## config.mk

```make
export PLATFORM = sky130hd
export DESIGN_NAME = prom_nibble_loader_flat
export DESIGN_NICKNAME = d
export VERILOG_FILES = /design/src/rtl/prom_nibble_loader_if.sv /design/src/rtl/prom_nibble_loader.sv /design/src/flat_wrapper.sv
export SDC_FILE = /design/constraint.sdc
export NUM_CORES = 1
export LEC_CHECK = 0
export CAP_MARGIN = 20
export CORE_UTILIZATION = 25
export DETAILED_ROUTE_END_ITERATION = 8
export GPL_TIMING_DRIVEN = 0
export PLACE_DENSITY = 0.4
export RECOVER_POWER = 25
export SLEW_MARGIN = 20
export SYNTH_ARGS = -nofsm -noshare
export SYNTH_HDL_FRONTEND = slang
export SYNTH_SLANG_ARGS = --single-unit
```

## constraint.sdc

```tcl
create_clock -name clk -period 3.5 [get_ports clk]
set_clock_uncertainty 0.15 [all_clocks]
set_input_delay 0.35 -clock clk [delete_from_list [all_inputs] [get_ports clk]]
set_output_delay 0.35 -clock clk [all_outputs]
set_load 0.01 [all_outputs]
```

## src/rtl/prom_nibble_loader_if.sv

```systemverilog
// Download-stream and PROM read-port bundle for prom_nibble_loader.
// The cksum_ok signal exists only when PROM_LOADER_CKSUM_EN is defined.
interface prom_nibble_loader_if #(
    parameter int AW = 8
);
    logic          dn_download;
    logic          dn_wr;
    logic [24:0]   dn_addr;
    logic [7:0]    dn_data;
    logic [AW-1:0] addr;
    logic          cs;
    logic [3:0]    dout;
    logic          loaded;
    logic          load_err;
    logic [8:0]    wr_count;
`ifdef PROM_LOADER_CKSUM_EN
    logic          cksum_ok;

    modport master (
        output dn_download, dn_wr, dn_addr, dn_data, addr, cs,
        input  dout, loaded, load_err, wr_count, cksum_ok
    );
    modport slave (
        input  dn_download, dn_wr, dn_addr, dn_data, addr, cs,
        output dout, loaded, load_err, wr_count, cksum_ok
    );
`else
    modport master (
        output dn_download, dn_wr, dn_addr, dn_data, addr, cs,
        input  dout, loaded, load_err, wr_count
    );
    modport slave (
        input  dn_download, dn_wr, dn_addr, dn_data, addr, cs,
        output dout, loaded, load_err, wr_count
    );
`endif
endinterface

```

## src/rtl/prom_nibble_loader.sv

```systemverilog
// RAM-backed 256x4 PROM loaded from the ROM download stream, with a registered read port.
// Define PROM_LOADER_CKSUM_EN to also require the nibble sum to equal EXPECT_SUM (adds cksum_ok).
module prom_nibble_loader #(
    parameter logic [24:0] BASE_ADDR  = 25'h0,
    parameter int          DEPTH      = 256,
    parameter int          AW         = 8,
    parameter logic [11:0] EXPECT_SUM = 12'h000
) (
    input  logic                  clk,
    input  logic                  reset,
    prom_nibble_loader_if.slave   bus
);
    typedef enum logic [1:0] {S_IDLE, S_LOAD, S_DONE, S_ERR} state_t;

    state_t        r_state;
    logic          r_dl_q;
    logic [8:0]    r_wr_count;
    logic [11:0]   r_sum;
    logic          r_pend_err;
    logic          r_loaded;
    logic          r_load_err;
    logic          r_cksum_ok;
    logic [3:0]    r_dout;
    logic [3:0]    r_ram [DEPTH];

    logic [24:0]   w_off;
    logic          w_in_win;
    logic [AW-1:0] w_waddr;
    logic [3:0]    w_nib;
    logic          w_rise;
    logic          w_fall;
    logic          w_wr_ok;
    logic          w_sum_ok;
    logic          w_img_ok;

    assign w_off    = bus.dn_addr - BASE_ADDR;
    assign w_in_win = (bus.dn_addr >= BASE_ADDR) && (w_off < 25'(DEPTH));
    assign w_waddr  = w_off[AW-1:0];
    assign w_nib    = bus.dn_data[3:0];
    assign w_rise   = bus.dn_download & ~r_dl_q;
    assign w_fall   = ~bus.dn_download & r_dl_q;
    assign w_wr_ok  = (r_state == S_LOAD) && bus.dn_wr && bus.dn_download && w_in_win;

`ifdef PROM_LOADER_CKSUM_EN
    assign w_sum_ok = (r_sum == EXPECT_SUM);
`else
    // The sum is still tracked but never gates completion in this build.
    assign w_sum_ok = (r_sum == EXPECT_SUM) | 1'b1;
`endif
    assign w_img_ok = (r_wr_count == 9'd256) && !r_pend_err && w_sum_ok;

    // The edge detector resets high so a download already in flight is not mistaken for a new one.
    always_ff @(posedge clk or posedge reset) begin
        if (reset) begin
            r_state    <= S_IDLE;
            r_dl_q     <= 1'b1;
            r_wr_count <= 9'd0;
            r_sum      <= 12'd0;
            r_pend_err <= 1'b0;
            r_loaded   <= 1'b0;
            r_load_err <= 1'b0;
            r_cksum_ok <= 1'b0;
        end else begin
            r_dl_q <= bus.dn_download;
            case (r_state)
                S_LOAD: begin
                    if (w_fall) begin
                        if (w_img_ok) begin
                            r_state    <= S_DONE;
                            r_loaded   <= 1'b1;
                            r_cksum_ok <= 1'b1;
                        end else begin
                            r_state    <= S_ERR;
                            r_load_err <= 1'b1;
                        end
                    end else if (w_wr_ok) begin
                        if (r_wr_count != 9'd256)
                            r_wr_count <= r_wr_count + 9'd1;
                        r_sum <= r_sum + {8'h00, w_nib};
                        if (bus.dn_data[7:4] != 4'h0)
                            r_pend_err <= 1'b1;
                    end
                end
                default: begin
                    if (w_rise) begin
                        r_state    <= S_LOAD;
                        r_wr_count <= 9'd0;
                        r_sum      <= 12'd0;
                        r_pend_err <= 1'b0;
                        r_loaded   <= 1'b0;
                        r_load_err <= 1'b0;
                        r_cksum_ok <= 1'b0;
                    end
                end
            endcase
        end
    end

    // Contents survive reset; only a completed load makes them visible.
    always_ff @(posedge clk) begin
        if (w_wr_ok)
            r_ram[w_waddr] <= w_nib;
    end

    always_ff @(posedge clk or posedge reset) begin
        if (reset)
            r_dout <= 4'h0;
        else if (bus.cs)
            r_dout <= r_loaded ? r_ram[bus.addr] : 4'h0;
    end

    assign bus.dout     = r_dout;
    assign bus.loaded   = r_loaded;
    assign bus.load_err = r_load_err;
    assign bus.wr_count = r_wr_count;
`ifdef PROM_LOADER_CKSUM_EN
    assign bus.cksum_ok = r_cksum_ok;
`else
    logic w_unused;
    assign w_unused = r_cksum_ok;
`endif
endmodule
```

## src/flat_wrapper.sv

```systemverilog
// flat-port wrapper written by rule: the top's interface ports become plain ports
module prom_nibble_loader_flat 
#(
    parameter logic [24:0] BASE_ADDR  = 25'h0,
    parameter int          DEPTH      = 256,
    parameter int          AW         = 8,
    parameter logic [11:0] EXPECT_SUM = 12'h000
)
  (clk, reset, bus_dn_download, bus_dn_wr, bus_dn_addr, bus_dn_data, bus_addr, bus_cs, bus_dout, bus_loaded, bus_load_err, bus_wr_count);
  prom_nibble_loader_if #(.AW(AW)) bus_i ();
  input  logic clk;
  input  logic reset;
  input wire logic [$bits(bus_i.dn_download)-1:0] bus_dn_download;
  input wire logic [$bits(bus_i.dn_wr)-1:0] bus_dn_wr;
  input wire logic [$bits(bus_i.dn_addr)-1:0] bus_dn_addr;
  input wire logic [$bits(bus_i.dn_data)-1:0] bus_dn_data;
  input wire logic [$bits(bus_i.addr)-1:0] bus_addr;
  input wire logic [$bits(bus_i.cs)-1:0] bus_cs;
  output wire logic [$bits(bus_i.dout)-1:0] bus_dout;
  output wire logic [$bits(bus_i.loaded)-1:0] bus_loaded;
  output wire logic [$bits(bus_i.load_err)-1:0] bus_load_err;
  output wire logic [$bits(bus_i.wr_count)-1:0] bus_wr_count;
  assign bus_i.dn_download = bus_dn_download;
  assign bus_i.dn_wr = bus_dn_wr;
  assign bus_i.dn_addr = bus_dn_addr;
  assign bus_i.dn_data = bus_dn_data;
  assign bus_i.addr = bus_addr;
  assign bus_i.cs = bus_cs;
  assign bus_dout = bus_i.dout;
  assign bus_loaded = bus_i.loaded;
  assign bus_load_err = bus_i.load_err;
  assign bus_wr_count = bus_i.wr_count;
  prom_nibble_loader #(.BASE_ADDR(BASE_ADDR), .DEPTH(DEPTH), .AW(AW), .EXPECT_SUM(EXPECT_SUM)) u_core (.clk(clk), .reset(reset), .bus(bus_i));
endmodule
```

; Word level (Yosys, flattened, before mapping)
; Memory sizes are Yosys's and may differ from the RTL's.
; Cells that the tools add are included.
[totals]
register_bits = 19
ramBits = 1024
out_inout_bits = 15
wordCells = 61
n_memories = 1
[mem_list]
columns = memory, words, width, read_ports, rd_clocked_by_memory_dff, wr, line_no
row1 = u_core.r_ram, 256, 4, 1, 0, 1, prom_nibble_loader.sv:24  ; logic [3:0] r_ram [DEPTH];
[op_classes]
addsub = 1
n_lt_le_gt_ge = 2
eq_ne = 10
mux = 23
bitwise = 4
reduce_logical = 13
[ops]
columns = cell, count
row1 = $mux W9, 5
row2 = $ge A25 B1 Y1 const B, 1
row3 = $lt A25 B9 Y1 const B, 1
row4 = $mux W1, 14
row5 = $add A9 B1 Y9 const B, 1
row6 = $eq A9 B9 Y1 const B, 1
row7 = $ne A9 B9 Y1 const B, 1
row8 = $ne A2 B2 Y1 const B, 4
row9 = $reduce_and A4 Y1, 2
row10 = $mux W2, 3
row11 = $ne A2 B1 Y1 const B, 3
row12 = $reduce_and A3 Y1, 2
row13 = $logic_and A1 B1 Y1, 5
row14 = $mux W4, 1
row15 = $reduce_bool A4 Y1, 1
row16 = $and A1 B1 Y1, 2
row17 = $eq A2 B1 Y1 const B, 1
row18 = $not A1 Y1, 2
row19 = $reduce_and A2 Y1, 1
row20 = $reduce_bool A2 Y1, 1
row21 = $logic_not A1 Y1, 1

; Logic depth before layout (Yosys ltp)
; Gate-level depths: netlist of run 1.
[depth]
word_depth = 7
mapped_depth = 11

; Worst setup path after synthesis of run 1
; OpenSTA, ideal clock, no wires.
[synth_timing]
path_kind = input to register
start = input bus_dn_addr[17]
end = memory u_core.r_ram[183][0] (enable)
arrival_time_ps = 2033
required_ps = 3021
slack_ps = 988
cell_stages = 6
path_buffers = 1
path_cell_list = nor4b_1 > nand4_1 > nor4b_1 > nand3_1 > clkbuf_1 > nor2_1
[synth_between]
elab_chain_len = 5
elab_cells_between_ends = 6
[synth_rtl]
columns = element, line_no
row1 = from (decl), flat_wrapper.sv:15  ; input wire logic [$bits(bus_i.dn_addr)-1:0] bus_dn_addr;
row2 = $ge A25 B1 Y1 or $lt A25 B9 Y1 (tied branches), prom_nibble_loader.sv:37  ; assign w_in_win = (bus.dn_addr >= BASE_ADDR) && (w_off < 25'(DEPTH));
row3 = $logic_and A1 B1 Y1 *, prom_nibble_loader.sv:37
row4 = $logic_and A1 B1 Y1 *, prom_nibble_loader.sv:42  ; assign w_wr_ok = (r_state == S_LOAD) && bus.dn_wr && bus.dn_download && w_in_win;
row5 = $mux W1 *, prom_nibble_loader.sv:101  ; if (w_wr_ok)
row6 = $mux W1 (not written as such) *, prom_nibble_loader.sv:102  ; r_ram[w_waddr] <= w_nib;
row7 = to (decl), prom_nibble_loader.sv:24
; Mark *: on every way between the ends. The rest lies on a longest branch, timed or not.

; Final worst setup path of run 1
[layout_timing]
start = input bus_addr[3]
end = register u_core.r_dout[0], in the netlist u_core.bus.dout[0]
[layout_between]
elab_chain_len = 2
[layout_rtl]
columns = element, line_no
row1 = from (decl), flat_wrapper.sv:17  ; input wire logic [$bits(bus_i.addr)-1:0] bus_addr;
row2 = $mem_v2 Z256 W4, n/a
row3 = $mux W4, prom_nibble_loader.sv:109  ; r_dout <= r_loaded ? r_ram[bus.addr] : 4'h0;
row4 = to (signal assigned), prom_nibble_loader.sv:109
row5 = to (decl), prom_nibble_loader.sv:23  ; logic [3:0] r_dout;
; No other way between the ends.
; A chain may end at the register's enable or synchronous reset.

==> results, run 1 <==
- The net count of the finished layout is between 2000 and 3000.
- The initial antenna violation count is 7.
- After synthesis, the netlist uses 60 different library cells.
- The element type at the critical path end is a flop.
- The count of endpoints failing hold in the final timing report is 0.
- The pin count of the biggest net entering global routing is 119.
- Leaving out fill and tap cells, the most frequent cell in the layout is sky130_fd_sc_hd__edfxtp_1.
- The first global-routing pass estimated 204000 um of wire.
- The die is 411 um wide.
- The number of warning messages in the yosys log is 0.
- The total iterations of the first detailed-routing run is 6.
- The register area share after synthesis is 0.748.
- The multi-input gate area in the final layout is 9750 um2.
- The post-place setup slack is -1.65 ns.
- The number of nets in the synthesized netlist is 2331.
- The via count of the first global-routing pass is 24000.
- The combined flip-flop and latch cell area is 31200 um2.
- The floorplan has 149 rows.
- After synthesis, the share of flip-flops with an asynchronous set or reset is 0.0182.
- In this run the tightest slew margin relative to its limit is -1.03.
- The library cells used most frequently in the layout, excluding fill and tap cells, are sky130_fd_sc_hd__edfxtp_1, sky130_fd_sc_hd__nor2_1, sky130_fd_sc_hd__mux2i_1.
- The post-synthesis to final-layout area growth is 17.6%.
- The complex-gate fraction of the synthesized area is 0.0372.
- The final critical-path setup slack is between 0.04 and 0.05 ns.
- The checks that failed: capacitance limit, slew limit.
- The flow ran to the end, but the final reports show violations.
- The final worst-path cycle share is 0.986.
- The synthesized area divided by synthesized cell count is 18.3 um2.
- In this run the tool buffered the top-level ports with between 50 and 60 buffer cells.
- The count of H-tree levels built during CTS is 3.
- Using the TritonRoute via totals, the vias-per-cell ratio works out to around 4.9.
- After the first detailed-routing iteration, the DRC count stood at 2550.
- The cell count after synthesis is approximately 2300.
- The synthesized design contains 1024 enable-type register cells.
- TritonCTS built the clock tree.
- The routed wire length is 151000 um.
- The leakage component of the power is 15.2 nW.
- By area, the combinational part of the netlist is dominated by multiplexers.
- The post-synthesis xor/xnor area fraction is 0.00147.
- Summed over all nets, the half-perimeter wirelength after detailed placement is 103000 um.
- The most used flip-flop cell after synthesis is sky130_fd_sc_hd__edfxtp_1.
- STA puts the critical path data arrival time at 3.90 ns.
- The post-layout minimum cycle time is 3.45 ns.
- The max capacitance violation total is 2.
- The worst-case IR drop observed on VDD is 0.000370 V.
- The setup path with the least slack is of type input port to flop.
- Detailed routing inserted a total of approximately 23000 vias.
- The total number of clock tree sinks is around 1000.
- The total core area is 165000 um2.
- For this configuration, the core starts out at a cell density of 0.253.
- The total die area is roughly 170000 um2.
- Summing all placed instances gives a cell area of 45300 um2.
- The clock transition at the registers of the reported paths is 0.06 ns.
- Counting flops and latches in the post-synthesis netlist gives 1043.
- The post-route non-filler standard cell count is 4752.
- The weighted congestion at the end of routability-driven global placement is 0.924.
- The portion of synthesized area spent on multiplexers is 0.137.
- The remaining design rule violation count is 0.
- At the later pin of the worst-skew pair, clock insertion delay measures 0.75 ns.
- The cell area after technology mapping is roughly 42000 um2.
- The final max-slew violation count came to 174.
- For this design the ratio of total power to cell area is 560 nW/um2.
- The maximum root-to-sink buffer count is 3.
- The maximum achievable frequency is 290 MHz.
- Of the total synthesized cell area, the portion taken by AND, OR, NAND and NOR gates is 0.0540.
- In the global route stage, overall resource usage came out at 0.177.
- The total clock buffers created by CTS is 111.
- The leftover overflow at the end of global routing is 0.
- The layout has 16200 filler cells.
- STA classifies the critical path startpoint as an input port.
- The maximum fanout count along the critical path is 7.
- Setup violations remaining at the end of the flow were counted as 0.
- The post-synthesis share of cell area spent on full adders, half adders and majority gates is 0.000599.
- Counting tap cells, the placed design contains a total of 4536 instances.
- In this run the worst hold path is classified as input port to flop.
- From bottom edge to top edge, the die measures 411 um.
- Once detail routing completed, the nets flagged for antenna violations numbered 0.
- The post-detailed-route wirelength per cell is 31.9 um.
- The data required time at the worst endpoint is 3.95 ns.
- At the pin with the least slew margin, the transition time is 3.04 ns.
- After routing the design area is 49100 um2.
- The number of top-level pins is 61.
- The root buffer cell is sky130_fd_sc_hd__clkbuf_16.
- The total negative slack for setup checks is 0 ns.
- Setup repair after global routing could not meet its margin everywhere.
- The layout cell share with drive strength beyond 1 is 0.189.
==> cell type report <==
class / count / area share
Antenna cell: 1 / 0.0000509
Buffer: 129 / 0.0190
Clock buffer: 136 / 0.0591
Clock inverter: 72 / 0.0162
Inverter: 12 / 0.000942
Multi-Input combinational cell: 1099 / 0.198
Sequential cell: 1043 / 0.635
Tap cell: 2189 / 0.0557
Timing Repair Buffer: 71 / 0.0151
==> repair_timing <==
action	CTS	global route
hold endpoints to repair	163	0
endpoints found under the setup margin	641	159
buffers inserted	0	1
hold buffers	6	0
pin swaps	0	2
resized for setup	44	17
==> critical path, cell delays in order <==
cell,delay (ns)
sky130_fd_sc_hd__clkdlybuf4s50_1,0.82
sky130_fd_sc_hd__nor2b_1,0.65
sky130_fd_sc_hd__nand2_1,0.61
sky130_fd_sc_hd__a211oi_1,0.74
sky130_fd_sc_hd__a21oi_1,0.09
sky130_fd_sc_hd__o2111ai_1,0.15
sky130_fd_sc_hd__or3_1,0.30
sky130_fd_sc_hd__o221ai_1,0.17
==> sequential cells by signal, indices dropped and copies added (netlist names) <==
register,count
u_core.r_ram,1024
u_core.bus.wr_count,9
u_core.bus.dout,4
u_core.r_state,2
u_core.bus.load_err,1
u_core.bus.loaded,1
u_core.r_dl_q,1
u_core.r_pend_err,1
==> cells in the mapped netlist (3+ instances only) <==
| master | count | share of area |
|---|---|---|
| sky130_fd_sc_hd__edfxtp_1 | 1024 | 0.74 |
| sky130_fd_sc_hd__nor2_1 | 304 | 0.027 |
| sky130_fd_sc_hd__mux2i_1 | 170 | 0.041 |
| sky130_fd_sc_hd__mux4_2 | 160 | 0.086 |
| sky130_fd_sc_hd__nand2_1 | 72 | 0.0065 |
| sky130_fd_sc_hd__clkbuf_1 | 52 | 0.0047 |
| sky130_fd_sc_hd__o22ai_1 | 51 | 0.0076 |
| sky130_fd_sc_hd__a21oi_1 | 32 | 0.0038 |
| sky130_fd_sc_hd__a22oi_1 | 31 | 0.0056 |
| sky130_fd_sc_hd__nor3_1 | 29 | 0.0035 |
| sky130_fd_sc_hd__nand3_1 | 27 | 0.0032 |
| sky130_fd_sc_hd__o21ai_0 | 26 | 0.0031 |
| sky130_fd_sc_hd__o221ai_1 | 25 | 0.0052 |
| sky130_fd_sc_hd__buf_2 | 24 | 0.0029 |
| sky130_fd_sc_hd__nor2b_1 | 22 | 0.0033 |
| sky130_fd_sc_hd__buf_4 | 19 | 0.0034 |
| sky130_fd_sc_hd__a211oi_1 | 18 | 0.0032 |
| sky130_fd_sc_hd__dfrtp_1 | 18 | 0.011 |
| sky130_fd_sc_hd__buf_6 | 16 | 0.0043 |
| sky130_fd_sc_hd__buf_8 | 16 | 0.0058 |
| sky130_fd_sc_hd__a2111oi_0 | 15 | 0.0031 |
| sky130_fd_sc_hd__nor4_1 | 15 | 0.0022 |
| sky130_fd_sc_hd__mux4_1 | 13 | 0.0082 |
| sky130_fd_sc_hd__inv_1 | 10 | 0.00090 |
| sky130_fd_sc_hd__and2_1 | 8 | 0.0012 |
| sky130_fd_sc_hd__nand4_1 | 7 | 0.0010 |
| sky130_fd_sc_hd__mux2_2 | 6 | 0.0016 |
| sky130_fd_sc_hd__nand2b_1 | 6 | 0.00090 |
| sky130_fd_sc_hd__or4_1 | 6 | 0.0011 |
| sky130_fd_sc_hd__a31oi_1 | 5 | 0.00075 |
| sky130_fd_sc_hd__o2111ai_1 | 5 | 0.0010 |
| sky130_fd_sc_hd__xnor2_1 | 5 | 0.0010 |
| sky130_fd_sc_hd__nand3b_1 | 4 | 0.00072 |
| sky130_fd_sc_hd__a22o_1 | 3 | 0.00063 |
| sky130_fd_sc_hd__nand4b_1 | 3 | 0.00063 |
| sky130_fd_sc_hd__nor4b_1 | 3 | 0.00063 |
==> metrics by stage <==
step                       util  hold slack (ns)  total power (W)
final                     0.297            0.227           0.0275
after global routing      0.297            0.251           0.0282
after CTS                 0.298            0.157           0.0277
after detailed placement  0.274            0.341           0.0157
after global placement    0.273            0.332           0.0158
after floorplan               -            0.150           0.0147
==> metal layers <==
| layer | share of wire | global-route usage |
|---|---|---|
| met4 | 0.025 | 0.0454 |
| met1 | 0.45 | 0.247 |
| met5 | 0 | 0 |
| met2 | 0.47 | 0.287 |
| met3 | 0.058 | 0.0275 |
==> cell families after synthesis <==
| family | Yosys count |
|---|---|
| AO/OA/AOI/OAI | 225 |
| XOR/XNOR | 7 |
| adder cells (fa/ha/maj) | 2 |
| buffers and inverters | 141 |
| flip-flops | 1043 |
| multiplexers | 349 |
| AND/OR/NAND/NOR | 516 |
==> where the power goes <==
group	leakage (nW)	switching, W	internal (W)	total [W]
combinational	3.96	0.00116	0.000487	0.00165
sequential	9.45	0.0000187	0.0137	0.0138
clock	1.79	0.00510	0.00700	0.0121
total	15.2	0.00628	0.0212	0.0275
==> final timing paths <==
path                                    from                   to  slack [ns]  cells after the start
max                              bus_addr[3]   u_core.bus.dout[0]        0.05                      8
min                           bus_dn_data[4]    u_core.r_pend_err        0.23                      4
max reg2reg                u_core.r_state[0]  u_core.r_ram[59][1]        0.12                      6
min reg2reg                u_core.r_pend_err    u_core.r_pend_err        0.35                      2
max in group asynchronous              reset    u_core.r_state[1]        2.06                      3
min in group asynchronous              reset   u_core.bus.dout[2]        0.54                      3
(Power assumes the default switching activity.)
==> run 2: changes to the inputs <==
TNS_END_PERCENT = 30   (was unset)
==> run 2 against run 1 <==
The run still ends with capacitance limit, slew limit left; fmax is 1.0% lower; register-to-register slack got worse by 0.11 ns; core utilization barely moved; flip-flop and latch count is the same; hold slack improved by 0.0027 ns; total power about the same; die area unchanged; routed wire length fell by 0.11%; critical endpoint is now u_core.r_ram[61][2].
==> results, run 2 (synthesis results as in run 1) <==
- The flow ran to the end, but the final reports show violations.
- The checks that failed: capacitance limit, slew limit.
- Summed over all layers, the routed wires come to 151000 um.
- The TritonCTS clock tree is built.
- The count of H-tree levels built during CTS is 3.
- The root buffer cell is sky130_fd_sc_hd__clkbuf_16.
- Along the worst hold path, the cell count comes to 4.
- Ranked by flip-flop count, first place goes to u_core.r_ram.
- The critical path's largest stage delay is 0.57 ns.
- The tightest min-delay check is of the input port to flop type.
- The net count of the finished layout is 2514.
- Setup violations remaining at the end of the flow were counted as 0.
- The x dimension of the die is 411 um.
- The flip-flop count of the largest register after layout is 1024.
- The total overflow left after global routing is 0.
- The pre-antenna-repair detailed-routing pass consisted of 7 iterations.
- The placed instance count is 4536.
- The starting density of the core is 0.253.
- Of the cells placed in the final design, the portion with a size suffix greater than 1 is 0.192.
- For the pin with the worst max-slew slack, the measured transition is 3.00 ns.
- The total number of clock tree sinks is approximately 1000.
- The final worst-path cycle share is 0.996.
- For this run, the total global-route usage over all layers was measured as 0.177.
- The element type at the critical path end is a flop.
- The slowest stage of the critical path is the sky130_fd_sc_hd__nor4_4 cell.
- In the layout the commonest cells are sky130_fd_sc_hd__edfxtp_1, sky130_fd_sc_hd__nor2_1, sky130_fd_sc_hd__mux2i_1.
- The final antenna-violating net count is 0.
- The post-layout minimum cycle time is 3.49 ns.
- In this run the power spent charging and discharging nets is 0.00628 W.
- The number of fill cells in the layout is 16200.
- The initial antenna violation count is 8.
- The sequential cells in the finished layout cover a total of 31200 um2.
- In this run the critical register-to-register path is captured at u_core.r_ram[61][2].
- Power comes to between 0.02 and 0.03 W.
- The count of endpoints failing hold in the final timing report is 0.
- The setup path with the least slack is of type flop to flop.
- The worst-case vdd ir drop is 0.000369 V.
- For this block, the initial DRC count from the detailed router was around 2500.
- The logic gate share of total power is 0.060.
- Summed over all failing endpoints, the final setup total negative slack is 0 ns.
- The vias per cell is 4.92.
- The startpoint class of the critical path is a flop.
- Once detailed placement completed, the half-perimeter wirelength came to 103000 um.
- Clock-pin slew was measured on the worst setup and hold paths at 0.06 ns.
- The library cell used most frequently in the layout, excluding fill and tap cells, is sky130_fd_sc_hd__edfxtp_1.
- Port buffering added 56 buffers.
- The weighted congestion at the end of routability-driven global placement is 0.924.
- The maximum achievable frequency is 287 MHz.
- For this run, design rule violations remaining after detail routing come to 0.
- The final design utilization is 0.297.
- The wire length of the first global-routing pass is 204000 um.
- The via count of the first global-routing pass came to 24000.
- Walking the worst path, the cells encountered are nor2b_1 -> nand2_1 -> nor4_4 -> nand3_2 -> clkbuf_1 -> nor2_1.
- The maximum fanout count along the critical path is 10.
- The final max-slew violation count is 169.
- The number of buffers and inverters on the critical path is 1.
- Dividing total power by cell area gives a power density of around 560 nW/um2.
- The cell type group with the largest total delay on the critical path is simple AND/OR/NAND/NOR gates.
- Cell internal power was estimated by the tool at 0.0212 W.
- The origin of the worst min-delay path is bus_dn_data[4].
- Setup repair after global routing could not meet its margin everywhere.
- The floorplan has ~150 rows.
- The clock insertion delay at the later pin of the skew report is ~0.74 ns.
- In this run the static leakage power is 15.2 nW.
- After the flow finishes, the layout carries non-filler instances totaling 4753.
- The headroom to the max-slew limit is -1.00.
- The endpoint of the worst hold path is u_core.r_pend_err.
- The clock passes through at most 3 buffers.
- The number of clock buffers added by TritonCTS is around 110.
- The net switching share of the total power is 0.228.
- The total setup buffers inserted after CTS is 0.
- The post-detailed-route wirelength per cell is between 30 and 40 um.
- The pin count of the biggest net entering global routing is between 100 and 150.
- Detailed routing inserted a total of 23400 vias.
- Compared with the post-synthesis result, the final layout area differs by 17.7%.
- The launch instance of the worst register-to-register path is u_core.r_state[0].
- The worst setup slack for register-to-register paths is ~0.013 ns.
- The total core area is about 170000 um2.
- The die boundary height is approximately 400 um.
- At the worst endpoint, the arrival time is roughly 3.7 ns.
- Across the run, the number of max-cap violations was 2.
- The multi-input gate area in the final layout is 9770 um2.
- The number of top-level pins is 61.
- The worst reg2reg path depth is 6.
- The data required time at the worst endpoint is between 3 and 4 ns.
- The part of the total power dissipated in the clock network is 0.440.
- The floorplan step defined a die boundary enclosing 169000 um2.
- Of the total power, registers draw 0.500.
run 2: cell count changes in the layout (fill, tap and decap cells not counted), sizes merged:
cell          delta
dlymetal6s2s     +1
diode            +2
clkbuf           -1
dlygate4sd2      -1
run 2: how the worst max path moves through the flow:
stage | start | end | cells past startpoint | slack (ns)
3_3_place_gp | bus_dn_data[3] | u_core.r_ram[220][3] | 1 | -6.14
5_1_grt | u_core.r_state[0] | u_core.r_ram[61][3] | 6 | -0.08
6_report | u_core.r_state[0] | u_core.r_ram[61][2] | 6 | 0.01
2_1_floorplan | bus_dn_addr[17] | u_core.r_ram[183][0] | 6 | 0.99
3_5_place_dp | bus_addr[4] | u_core.bus.dout[0] | 10 | -1.65
4_1_cts | bus_addr[4] | u_core.bus.dout[3] | 11 | -0.002
run 2: per-layer routing:
| metal | track usage | vias to the layer above | part of all wire |
|---|---|---|---|
| li1 | - | 9600 | - |
| met1 | 0.247 | 12700 | 0.45 |
| met2 | 0.287 | 877 | 0.47 |
| met3 | 0.0275 | 215 | 0.059 |
| met4 | 0.0454 | 0 | 0.024 |
| met5 | 0 | - | 0 |
run 2: worst reg2reg max path: cells and delay by family, from the launching register on:
family,cells,cell delay [ns]
and+or+nand+nor,5,2.15
buffers and inverters,1,0.50
DFF,1,0.36
run 2: metrics by stage:
stage	hold WS [ns]	setup slack (ns)	instance area, um2
after detailed placement	0.341	-1.65	45300
after CTS	0.157	-0.00215	49200
after global routing	0.251	-0.0833	49200
final	0.230	0.0128	49200
after floorplan	0.150	0.988	41800
after global placement	0.332	-6.14	45100
run 2: area by class of cell:
type / count / share of cell area
flip-flops and latches: 1043 / 0.635
multi-input cells: 1099 / 0.199
clock buffers: 136 / 0.0590
well taps: 2189 / 0.0557
plain buffers: 129 / 0.0190
clock inverters: 72 / 0.0162
repair buffers: 70 / 0.0150
inverters: 12 / 0.000942
diodes: 3 / 0.000153
run 2: what timing repair did:
action / CTS / global route
resized for setup: 44 / 27
hold endpoints to repair: 163 / 0
hold buffers: 6 / 0
pin swaps: 0 / 1
endpoints found under the setup margin: 641 / 162
run 2: power groups by stage:
stage | clock [W] | sequential (W) | combinational (W)
5_1_grt | 0.0127 | 0.0137 | 0.00170
2_1_floorplan | 0 | 0.0140 | 0.000697
4_1_cts | 0.0123 | 0.0137 | 0.00168
3_3_place_gp | 0 | 0.0142 | 0.00161
6_report | 0.0121 | 0.0137 | 0.00165
3_5_place_dp | 0 | 0.0140 | 0.00166
